--- config.mk ---
export PLATFORM = sky130hd
export DESIGN_NAME = ex_mc_ctrl_flat
export DESIGN_NICKNAME = d
export VERILOG_FILES = /design/src/rtl/ex_mc_ctrl_pkg.sv /design/src/rtl/ex_mc_ctrl_if.sv /design/src/rtl/ex_mc_ctrl.sv /design/src/flat_wrapper.sv
export SDC_FILE = /design/constraint.sdc
export NUM_CORES = 1
export LEC_CHECK = 0
export BUFFER_PORTS_ARGS = -buffer_cell sky130_fd_sc_hd__clkbuf_2
export CAP_MARGIN = 20
export CORE_ASPECT_RATIO = 1.4
export CORE_MARGIN = 8
export CORE_UTILIZATION = 56
export CTS_CLUSTER_SIZE = 25
export DETAILED_ROUTE_END_ITERATION = 6
export PLACE_DENSITY = 0.89
export SLEW_MARGIN = 10
export SYNTH_ARGS = -nofsm -noshare
export SYNTH_HDL_FRONTEND = slang
export SYNTH_SLANG_ARGS = --single-unit
--- constraint.sdc ---
create_clock -name clk -period 13.2 [get_ports clk]
set_input_delay 1.98 -clock clk [delete_from_list [all_inputs] [get_ports clk]]
set_output_delay 1.98 -clock clk [all_outputs]
set_load 0.05 [all_outputs]
--- src/rtl/ex_mc_ctrl_pkg.sv ---
// Shared definitions for the EX multi-cycle controller: state encodings,
// stall levels, stall-vector bit positions and bus widths.
package ex_mc_ctrl_pkg;

  localparam int STATE_W  = 2;
  localparam int DWORD_W  = 64;
  localparam int STALL_W  = 6;
  localparam int STALL_EX  = 3;
  localparam int STALL_MEM = 4;

  localparam logic [STATE_W-1:0] IDLE     = 2'd0;
  localparam logic [STATE_W-1:0] MADD2    = 2'd1;
  localparam logic [STATE_W-1:0] DIV_BUSY = 2'd2;
  localparam logic [STATE_W-1:0] DIV_DONE = 2'd3;

  localparam logic        STOP      = 1'b1;
  localparam logic        NO_STOP   = 1'b0;
  localparam logic [31:0] ZERO_WORD = 32'h0000_0000;

endpackage

--- src/rtl/ex_mc_ctrl_if.sv ---
// Bundle between the EX stage/pipeline controller (master) and the
// multi-cycle controller (slave); the divider signals pass through here too.
interface ex_mc_ctrl_if;
  import ex_mc_ctrl_pkg::*;

  logic [STALL_W-1:0] stall;
  logic               annul_i;
  logic               op_madd_i;
  logic               op_sub_i;
  logic [DWORD_W-1:0] mul_i;
  logic [DWORD_W-1:0] hilo_i;
  logic               op_div_i;
  logic               div_ready_i;
  logic [DWORD_W-1:0] div_result_i;
  logic               stallreq_o;
  logic               div_start_o;
  logic               div_annul_o;
  logic               madd_valid_o;
  logic [DWORD_W-1:0] madd_result_o;
  logic               div_valid_o;
  logic [DWORD_W-1:0] div_result_o;

  // Valid semantics: madd_valid_o/div_valid_o qualify their result in the
  // same cycle and stay asserted, with stable data, until stall[4] drops;
  // there is no ready back-pressure other than the stall vector.
  modport master (
    output stall, annul_i, op_madd_i, op_sub_i, mul_i, hilo_i,
           op_div_i, div_ready_i, div_result_i,
    input  stallreq_o, div_start_o, div_annul_o, madd_valid_o,
           madd_result_o, div_valid_o, div_result_o
  );

  modport slave (
    input  stall, annul_i, op_madd_i, op_sub_i, mul_i, hilo_i,
           op_div_i, div_ready_i, div_result_i,
    output stallreq_o, div_start_o, div_annul_o, madd_valid_o,
           madd_result_o, div_valid_o, div_result_o
  );

endinterface

--- src/rtl/ex_mc_ctrl.sv ---
// EX-stage multi-cycle controller: two-cycle madd/msub accumulate and
// start/hold/abort sequencing for an external divider.
module ex_mc_ctrl
  import ex_mc_ctrl_pkg::*;
(
  input  logic               clk,
  input  logic               rst,
  ex_mc_ctrl_if.slave        bus,
  output logic [STATE_W-1:0] dbg_state
);

  logic [STATE_W-1:0] state;
  logic [DWORD_W-1:0] temp;
  logic [DWORD_W-1:0] div_result_q;
  logic [DWORD_W-1:0] acc;
  logic               mem_free;
  logic               unused_stall;

  assign mem_free     = (bus.stall[STALL_MEM] == NO_STOP);
  assign unused_stall = ^{bus.stall[STALL_W-1], bus.stall[STALL_EX:0]};

  always_ff @(posedge clk) begin
    if (rst) begin
      state        <= IDLE;
      temp         <= {ZERO_WORD, ZERO_WORD};
      div_result_q <= {ZERO_WORD, ZERO_WORD};
    end else if (bus.annul_i) begin
      state <= IDLE;
    end else begin
      case (state)
        IDLE: begin
          if (bus.op_madd_i) begin
            temp  <= bus.mul_i;
            state <= MADD2;
          end else if (bus.op_div_i) begin
            state <= DIV_BUSY;
          end
        end
        MADD2: begin
          if (mem_free) state <= IDLE;
        end
        DIV_BUSY: begin
          if (bus.div_ready_i) begin
            div_result_q <= bus.div_result_i;
            state        <= DIV_DONE;
          end
        end
        DIV_DONE: begin
          if (mem_free) state <= IDLE;
        end
        default: state <= IDLE;
      endcase
    end
  end

  // Accumulation uses the live forwarded HI/LO so a late HI/LO writer is seen.
  assign acc = bus.op_sub_i ? (bus.hilo_i - temp) : (bus.hilo_i + temp);

  assign bus.stallreq_o    = ((state == IDLE) && (bus.op_madd_i || bus.op_div_i)
                              && !bus.annul_i) || (state == DIV_BUSY);
  assign bus.div_start_o   = (state == DIV_BUSY);
  assign bus.div_annul_o   = bus.annul_i && (state == DIV_BUSY);
  assign bus.madd_valid_o  = (state == MADD2);
  assign bus.madd_result_o = (state == MADD2) ? acc : bus.hilo_i;
  assign bus.div_valid_o   = (state == DIV_DONE);
  assign bus.div_result_o  = div_result_q;
  assign dbg_state         = state;

endmodule

--- src/flat_wrapper.sv ---
// flat-port wrapper written by rule: the top's interface ports become plain ports
module ex_mc_ctrl_flat import ex_mc_ctrl_pkg::*;
  (clk, rst, dbg_state, bus_stall, bus_annul_i, bus_op_madd_i, bus_op_sub_i, bus_mul_i, bus_hilo_i, bus_op_div_i, bus_div_ready_i, bus_div_result_i, bus_stallreq_o, bus_div_start_o, bus_div_annul_o, bus_madd_valid_o, bus_madd_result_o, bus_div_valid_o, bus_div_result_o);
  ex_mc_ctrl_if bus_i ();
  input  logic clk;
  input  logic rst;
  output logic [STATE_W-1:0] dbg_state;
  input wire logic [$bits(bus_i.stall)-1:0] bus_stall;
  input wire logic [$bits(bus_i.annul_i)-1:0] bus_annul_i;
  input wire logic [$bits(bus_i.op_madd_i)-1:0] bus_op_madd_i;
  input wire logic [$bits(bus_i.op_sub_i)-1:0] bus_op_sub_i;
  input wire logic [$bits(bus_i.mul_i)-1:0] bus_mul_i;
  input wire logic [$bits(bus_i.hilo_i)-1:0] bus_hilo_i;
  input wire logic [$bits(bus_i.op_div_i)-1:0] bus_op_div_i;
  input wire logic [$bits(bus_i.div_ready_i)-1:0] bus_div_ready_i;
  input wire logic [$bits(bus_i.div_result_i)-1:0] bus_div_result_i;
  output wire logic [$bits(bus_i.stallreq_o)-1:0] bus_stallreq_o;
  output wire logic [$bits(bus_i.div_start_o)-1:0] bus_div_start_o;
  output wire logic [$bits(bus_i.div_annul_o)-1:0] bus_div_annul_o;
  output wire logic [$bits(bus_i.madd_valid_o)-1:0] bus_madd_valid_o;
  output wire logic [$bits(bus_i.madd_result_o)-1:0] bus_madd_result_o;
  output wire logic [$bits(bus_i.div_valid_o)-1:0] bus_div_valid_o;
  output wire logic [$bits(bus_i.div_result_o)-1:0] bus_div_result_o;
  assign bus_i.stall = bus_stall;
  assign bus_i.annul_i = bus_annul_i;
  assign bus_i.op_madd_i = bus_op_madd_i;
  assign bus_i.op_sub_i = bus_op_sub_i;
  assign bus_i.mul_i = bus_mul_i;
  assign bus_i.hilo_i = bus_hilo_i;
  assign bus_i.op_div_i = bus_op_div_i;
  assign bus_i.div_ready_i = bus_div_ready_i;
  assign bus_i.div_result_i = bus_div_result_i;
  assign bus_stallreq_o = bus_i.stallreq_o;
  assign bus_div_start_o = bus_i.div_start_o;
  assign bus_div_annul_o = bus_i.div_annul_o;
  assign bus_madd_valid_o = bus_i.madd_valid_o;
  assign bus_madd_result_o = bus_i.madd_result_o;
  assign bus_div_valid_o = bus_i.div_valid_o;
  assign bus_div_result_o = bus_i.div_result_o;
  ex_mc_ctrl u_core (.clk(clk), .rst(rst), .bus(bus_i), .dbg_state(dbg_state));
endmodule
==> run metrics, run 1 <==
outcome completed; Clk pwr share 28.9%; Port Buffers 334; clock tree buffer depth 2; Sw Pwr 0.664 mW; worst hold path type flop to flop; flop2flop setup slack 10.81 ns; fin cells 1988; Post-CTS Hold Buffers 0; P_int 0.923 mW; Synth Cell Area 10000 um2; Final Cycle Share 69.7%; final hold violation count 0; die area 22500 um2; number of flops mapped to enable cells by yosys 0; worst-margin pin slew 1.01 ns; power per cell area 129 nW/um2; via count 11300; Initial Util 56.3%; initial antenna violation count 0; Yosys reg bits 130; Worst Path Required 11.22 ns; Vias/cell 5.69; clock latency on the worst-skew pair 0.42 ns; core footprint 17800 um2; gr ovfl total 0; share of cells above drive strength 1 22.7%; CP endpoint kind output pin; Iter 0 DRT Violations 797; Mapped Cells 1455; Worst VDD drop 0.000122 V; Worst setup endpoint bus_madd_result_o[62]; Switching Share 41.8%; R2R Path End u_core.bus.div_result_o[29]; Fmax 109 MHz; largest net degree at the start of global routing 95; io pins 340; Crit Path Max Fanout 63; setup bufs post-CTS 0; Ys Warns 0; MaxCap Viol Count 0; critical path arrival 7.23 ns; Final Max Slew Viols 0; Setup crit start bus_op_sub_i; Std-Cell Rows 58; Layout fillers 1564; post-CTS resize count 0; R2R depth 5; total CTS buffers 17; CTS sink count 130; final setup fails 0; Gate power share 44.9%; H-tree levels 4; Placed Cells 1955; minimum clock period after layout 9.21 ns; Reg clk slew, reported paths 0.06 ns; Relative slew margins 32.4%; ys async rst share 0%; Synth Flop Type dfxtp_1; critical path class input port to output pin; Synth Net Count 1725; Distinct cells, synth 65; Placer Congestion 0.985; Critical Path Start Type input port; final wirelength 35000 um; Worst Clk Skew 0.0105 ns; wire length per cell 17.6 um; syn avg cell area 6.88 um2; vias in the first global route 11200; final worst slack 3.99 ns; Min-Delay Path Depth 2; diode count 0; dpl ws 4.07 ns; Total GRT Usage 30.3%; clock root buffer clkbuf_16; Synth-to-Final Area Change 23.1%; Die X-Extent 129 um; R2R Path Start u_core.dbg_state[1]; sequential area share after synthesis 26.0%; sequential power share 26.2%; RSZ-0062 raised after global routing no; Pre-antenna DRT Iters 7; dpl hpwl 28200 um; DRC Markers 0; number of nets in the layout 2005; static leakage 5.55 nW; Final ANT Viol Nets 0; setup TNS 0 ns; first-pass GRT wire length 54700 um; Die Y 174 um; TritonCTS clock tree yes
-- flip-flops by register name, summed over array words and instances, names as in the netlist --
register                 flops
u_core.temp                 64
u_core.bus.div_result_o     64
u_core.dbg_state             2
-- area by class of cell --
class	instances	area (um2)	area share, %
repair buffers	342	1730	14.0
inverters	27	101	0.822
clock inverters	14	141	1.15
well taps	240	300	2.44
multi-input cells	1217	7020	57.0
clock buffers	18	429	3.48
flip-flops and latches	130	2600	21.1
-- cell families after synthesis --
logic type | count (synthesis) | share of synthesized area [%]
AO/OA/AOI/OAI | 437 | 25.5
adder cells (fa/ha/maj) | 65 | 8.19
AND/OR/NAND/NOR | 593 | 25.6
multiplexers | 2 | 0.200
XOR/XNOR | 120 | 10.5
flip-flops | 130 | 26.0
buffers and inverters | 108 | 4.07
-- power groups by stage --
| stage | combinational [mW] | clock (mW) | sequential, mW |
|---|---|---|---|
| finish | 0.712 | 0.458 | 0.417 |
| global route | 0.773 | 0.482 | 0.418 |
| CTS | 0.704 | 0.466 | 0.416 |
| detailed placement | 0.702 | 0 | 0.425 |
| global placement | 0.694 | 0 | 0.424 |
| floorplan | 0.522 | 0 | 0.428 |
-- Yosys cell counts (4+ instances only) --
cell type,instances,area [um2]
or3_1,5,31.3
nor4_1,12,75.1
a211oi_1,4,30.0
clkbuf_1,73,274
nand3b_1,4,30.0
nor3_1,32,160
o21ai_0,72,360
o21bai_1,10,75.1
nor2_1,77,289
ha_1,64,801
buf_1,6,22.5
nand3_1,17,85.1
nand2_1,381,1430
o21ai_1,31,155
nand4_1,15,93.8
a21o_1,34,255
and2_1,9,56.3
a21oi_1,234,1170
dfxtp_1,130,2600
xnor2_1,86,753
a31oi_1,17,106
nand2b_1,10,62.6
and3_1,4,25.0
xor2_1,34,298
nor2b_1,10,62.6
inv_1,26,97.6
-- worst max-delay path, stage by stage --
cell and delay [ns]:
clkbuf_2 0.08, buf_4 0.31, a21oi_1 0.72, nor2_1 0.25, o21ai_1 0.47, xnor2_1 0.21, ha_1 0.43, nand4_1 0.17
nor3_1 0.27, and3_1 0.26, o311ai_1 0.23, a21oi_1 0.28, o21ai_1 0.15, nor2b_1 0.19, o31a_1 0.30, or4_1 0.40
nand3_1 0.18, clkbuf_2 0.32
-- worst min-delay path by stage --
| stage | startpoint | to | slack (ns) |
|---|---|---|---|
| after floorplan | u_core.temp[63] | u_core.temp[63] | 0.45 |
| final | u_core.bus.div_result_o[9] | u_core.bus.div_result_o[9] | 0.45 |
| after CTS | u_core.bus.div_result_o[6] | u_core.bus.div_result_o[6] | 0.45 |
| after detailed placement | u_core.bus.div_result_o[6] | u_core.bus.div_result_o[6] | 0.45 |
| after global placement | u_core.bus.div_result_o[20] | u_core.bus.div_result_o[20] | 0.44 |
| after global routing | u_core.bus.div_result_o[45] | u_core.bus.div_result_o[45] | 0.47 |
-- through the flow --
stage | util (%) | hold WS (ns) | power [mW] | instance area (um2)
2_1_floorplan | - | 0.449 | 0.950 | 10000
3_3_place_gp | 66.1 | 0.441 | 1.12 | 11800
3_5_place_dp | 66.1 | 0.445 | 1.13 | 11800
4_1_cts | 69.3 | 0.454 | 1.59 | 12300
5_1_grt | 69.3 | 0.471 | 1.67 | 12300
6_report | 69.3 | 0.452 | 1.59 | 12300
-- metal layers --
| metal | global-route usage, % | up-vias | wire length [um] |
|---|---|---|---|
| met5 | 0 | - | 0 |
| li1 | - | 5584 | - |
| met4 | 18.6 | 0 | 1840 |
| met2 | 51.5 | 510 | 16800 |
| met3 | 7.97 | 112 | 3300 |
| met1 | 32.5 | 5102 | 13100 |
-- placed cells by master (no fill, tap or decap), types with 34 or more instances in the layout --
cell / n
a21o_1: 34
a21oi_1: 234
clkbuf_2: 334
dfxtp_1: 130
ha_1: 64
nand2_1: 381
nor2_1: 77
o21ai_0: 72
xnor2_1: 86
xor2_1: 34
(Power assumes the default switching activity.)
==> inputs of run 2 (changes only) <==
CORE_UTILIZATION = 47   (was 56)
PLACE_DENSITY = 0.79   (was 0.89)
clock period = 7.72 ns   (was 13.2 ns; I/O delays follow)
==> run 2 against run 1 <==
Clock power rose by 71%. Critical endpoint unchanged. Largest cell class unchanged. Design area rose by 0.51%. Worst hold slack improved by 0.0027 ns. Critical path type is now flop to output pin. Largest power group unchanged. Global-route usage fell by 4.2 points. Sequential power rose by 71%. Clock skew fell by 0.0051 ns. Power rose by 71%.
==> run metrics, run 2 (synthesis gave the netlist of run 1 again) <==
RSZ-0062 raised after global routing no; core footprint 21000 um2; CP endpoint kind output pin; clock root buffer clkbuf_16; critical path class flop to output pin; Die Y 189 um; clock latency on the worst-skew pair 0.43 ns; Worst VDD drop 0.000172 V; power per cell area 218 nW/um2; Total GRT Usage 26.1%; Min-Delay Path Depth 2; via count 11200; Synth-to-Final Area Change 23.7%; setup TNS 0 ns; Core Util, Final 58.9%; clock tree buffer depth 2; diode count 0; die area 26300 um2; Fmax 138 MHz; Final Max Slew Viols 0; Die X-Extent 139 um; MaxCap Viol Count 0; Vias/cell 5.59; Final Cycle Share 94.0%; worst hold path type flop to flop; initial antenna violation count 0; Pre-antenna DRT Iters 5; R2R depth 4; vias in the first global route 11200; commonest non-fill, non-tap cells in the layout 381 x nand2_1, 333 x clkbuf_2, 234 x a21oi_1; CP Cell Sequence nor3_2 -> nand2_1 -> nor4_2 -> nor4b_4 -> a21oi_1 -> nor2_2 -> o21ai_1 -> xnor2_1 -> ha_1 -> nand4_1 -> nor3_1 -> and3_1 -> o311ai_1 -> a21oi_1 -> o21ai_1 -> nor2b_1 -> o31a_1 -> or4_1 -> nand3_1 -> clkbuf_2; dpl hpwl 28400 um; setup bufs post-CTS 0; Post-CTS Hold Buffers 0; Initial Util 47.6%; worst-margin pin slew 0.824 ns; wire length per cell 17.4 um; final wirelength 35000 um; gr ovfl total 0; Port Buffers 334; commonest non-fill, non-tap cell in the layout nand2_1; Worst Path Required 6.56 ns; largest net degree at the start of global routing 86; Placer Congestion 0.970; io pins 340; Worst Clk Skew 0.00543 ns; DRC Markers 0; final hold violation count 0; final setup fails 0; minimum clock period after layout 7.26 ns; TritonCTS clock tree yes; Critical Path Start Type flop; number of nets in the layout 2008; static leakage 5.57 nW; Relative slew margins 45.1%; CP max-delay cell nor4b_4; total CTS buffers 17; H-tree levels 4; Crit Path Max Fanout 6; Iter 0 DRT Violations 916; Layout fillers 2018; outcome completed; share of cells above drive strength 1 23.0%; Final ANT Viol Nets 0; CTS sink count 130; Std-Cell Rows 63; critical path arrival 6.10 ns; Reg clk slew, reported paths 0.06 ns; Pwr Total 2.71 mW; CP peak stage delay 0.44 ns; first-pass GRT wire length 55500 um
[run 2: cell types whose count changed in the layout (fill, tap and decap cells not counted), sizes merged]
cell    previous run  this run
buf                8        12
inv               33        31
clkinv             6         7
[run 2: what timing repair did]
item,4_1_cts,5_1_grt
endpoints found under the setup margin,0,6
hold endpoints to repair,0,0
resized for setup,0,3
[run 2: worst paths after layout]
check	slack (ns)	from	to
worst max-delay path	0.46	u_core.temp[6]	bus_madd_result_o[62]
worst min-delay path	0.45	u_core.bus.div_result_o[21]	u_core.bus.div_result_o[21]
worst max register to register	5.50	u_core.dbg_state[0]	u_core.temp[47]
worst min register to register	0.45	u_core.bus.div_result_o[21]	u_core.bus.div_result_o[21]
[run 2: layout make-up]
type                       count  area [um2]  area share (%)
clock buffer                  19         443            3.58
clock inverter                13         126            1.02
inverter                      27         101           0.818
multi-input combinational   1217        7030            56.8
sequential                   130        2600            21.0
tap                          260         325            2.63
timing repair buffer         345        1760            14.2
[run 2: critical path: cells and delay by family (launching register included)]
family | cells | cell delay, ns
flops | 1 | 0.36
xor+xnor | 1 | 0.22
simple gates | 11 | 2.76
buf+inv | 1 | 0.33
compound gates | 6 | 1.60
fa+ha+maj | 1 | 0.41
[run 2: per-layer routing]
layer | share of wire [%] | wire (um) | track usage, %
met5 | 0 | 0 | 0
met4 | 4.4 | 1540 | 14.2
met3 | 9.2 | 3230 | 8.28
met2 | 49 | 17300 | 45.9
met1 | 37 | 12900 | 27.1
[run 2: through the flow]
stage | setup WS [ns] | hold WS [ns] | std cells | cell area [um2]
3_5_place_dp | 0.691 | 0.445 | 1979 | 11800
5_1_grt | 0.0457 | 0.475 | 2011 | 12400
4_1_cts | 0.200 | 0.454 | 2011 | 12400
2_1_floorplan | 1.13 | 0.449 | 1455 | 10000
3_3_place_gp | 0.852 | 0.441 | 1979 | 11800
6_report | 0.463 | 0.454 | 2011 | 12400
[run 2: where the power goes]
group          leakage (nW)  internal, mW  switching (mW)  total (mW)
clock                 0.279         0.457           0.327       0.784
combinational          4.23         0.438           0.772        1.21
sequential             1.05         0.690          0.0236       0.714
total                  5.57          1.58            1.12        2.71
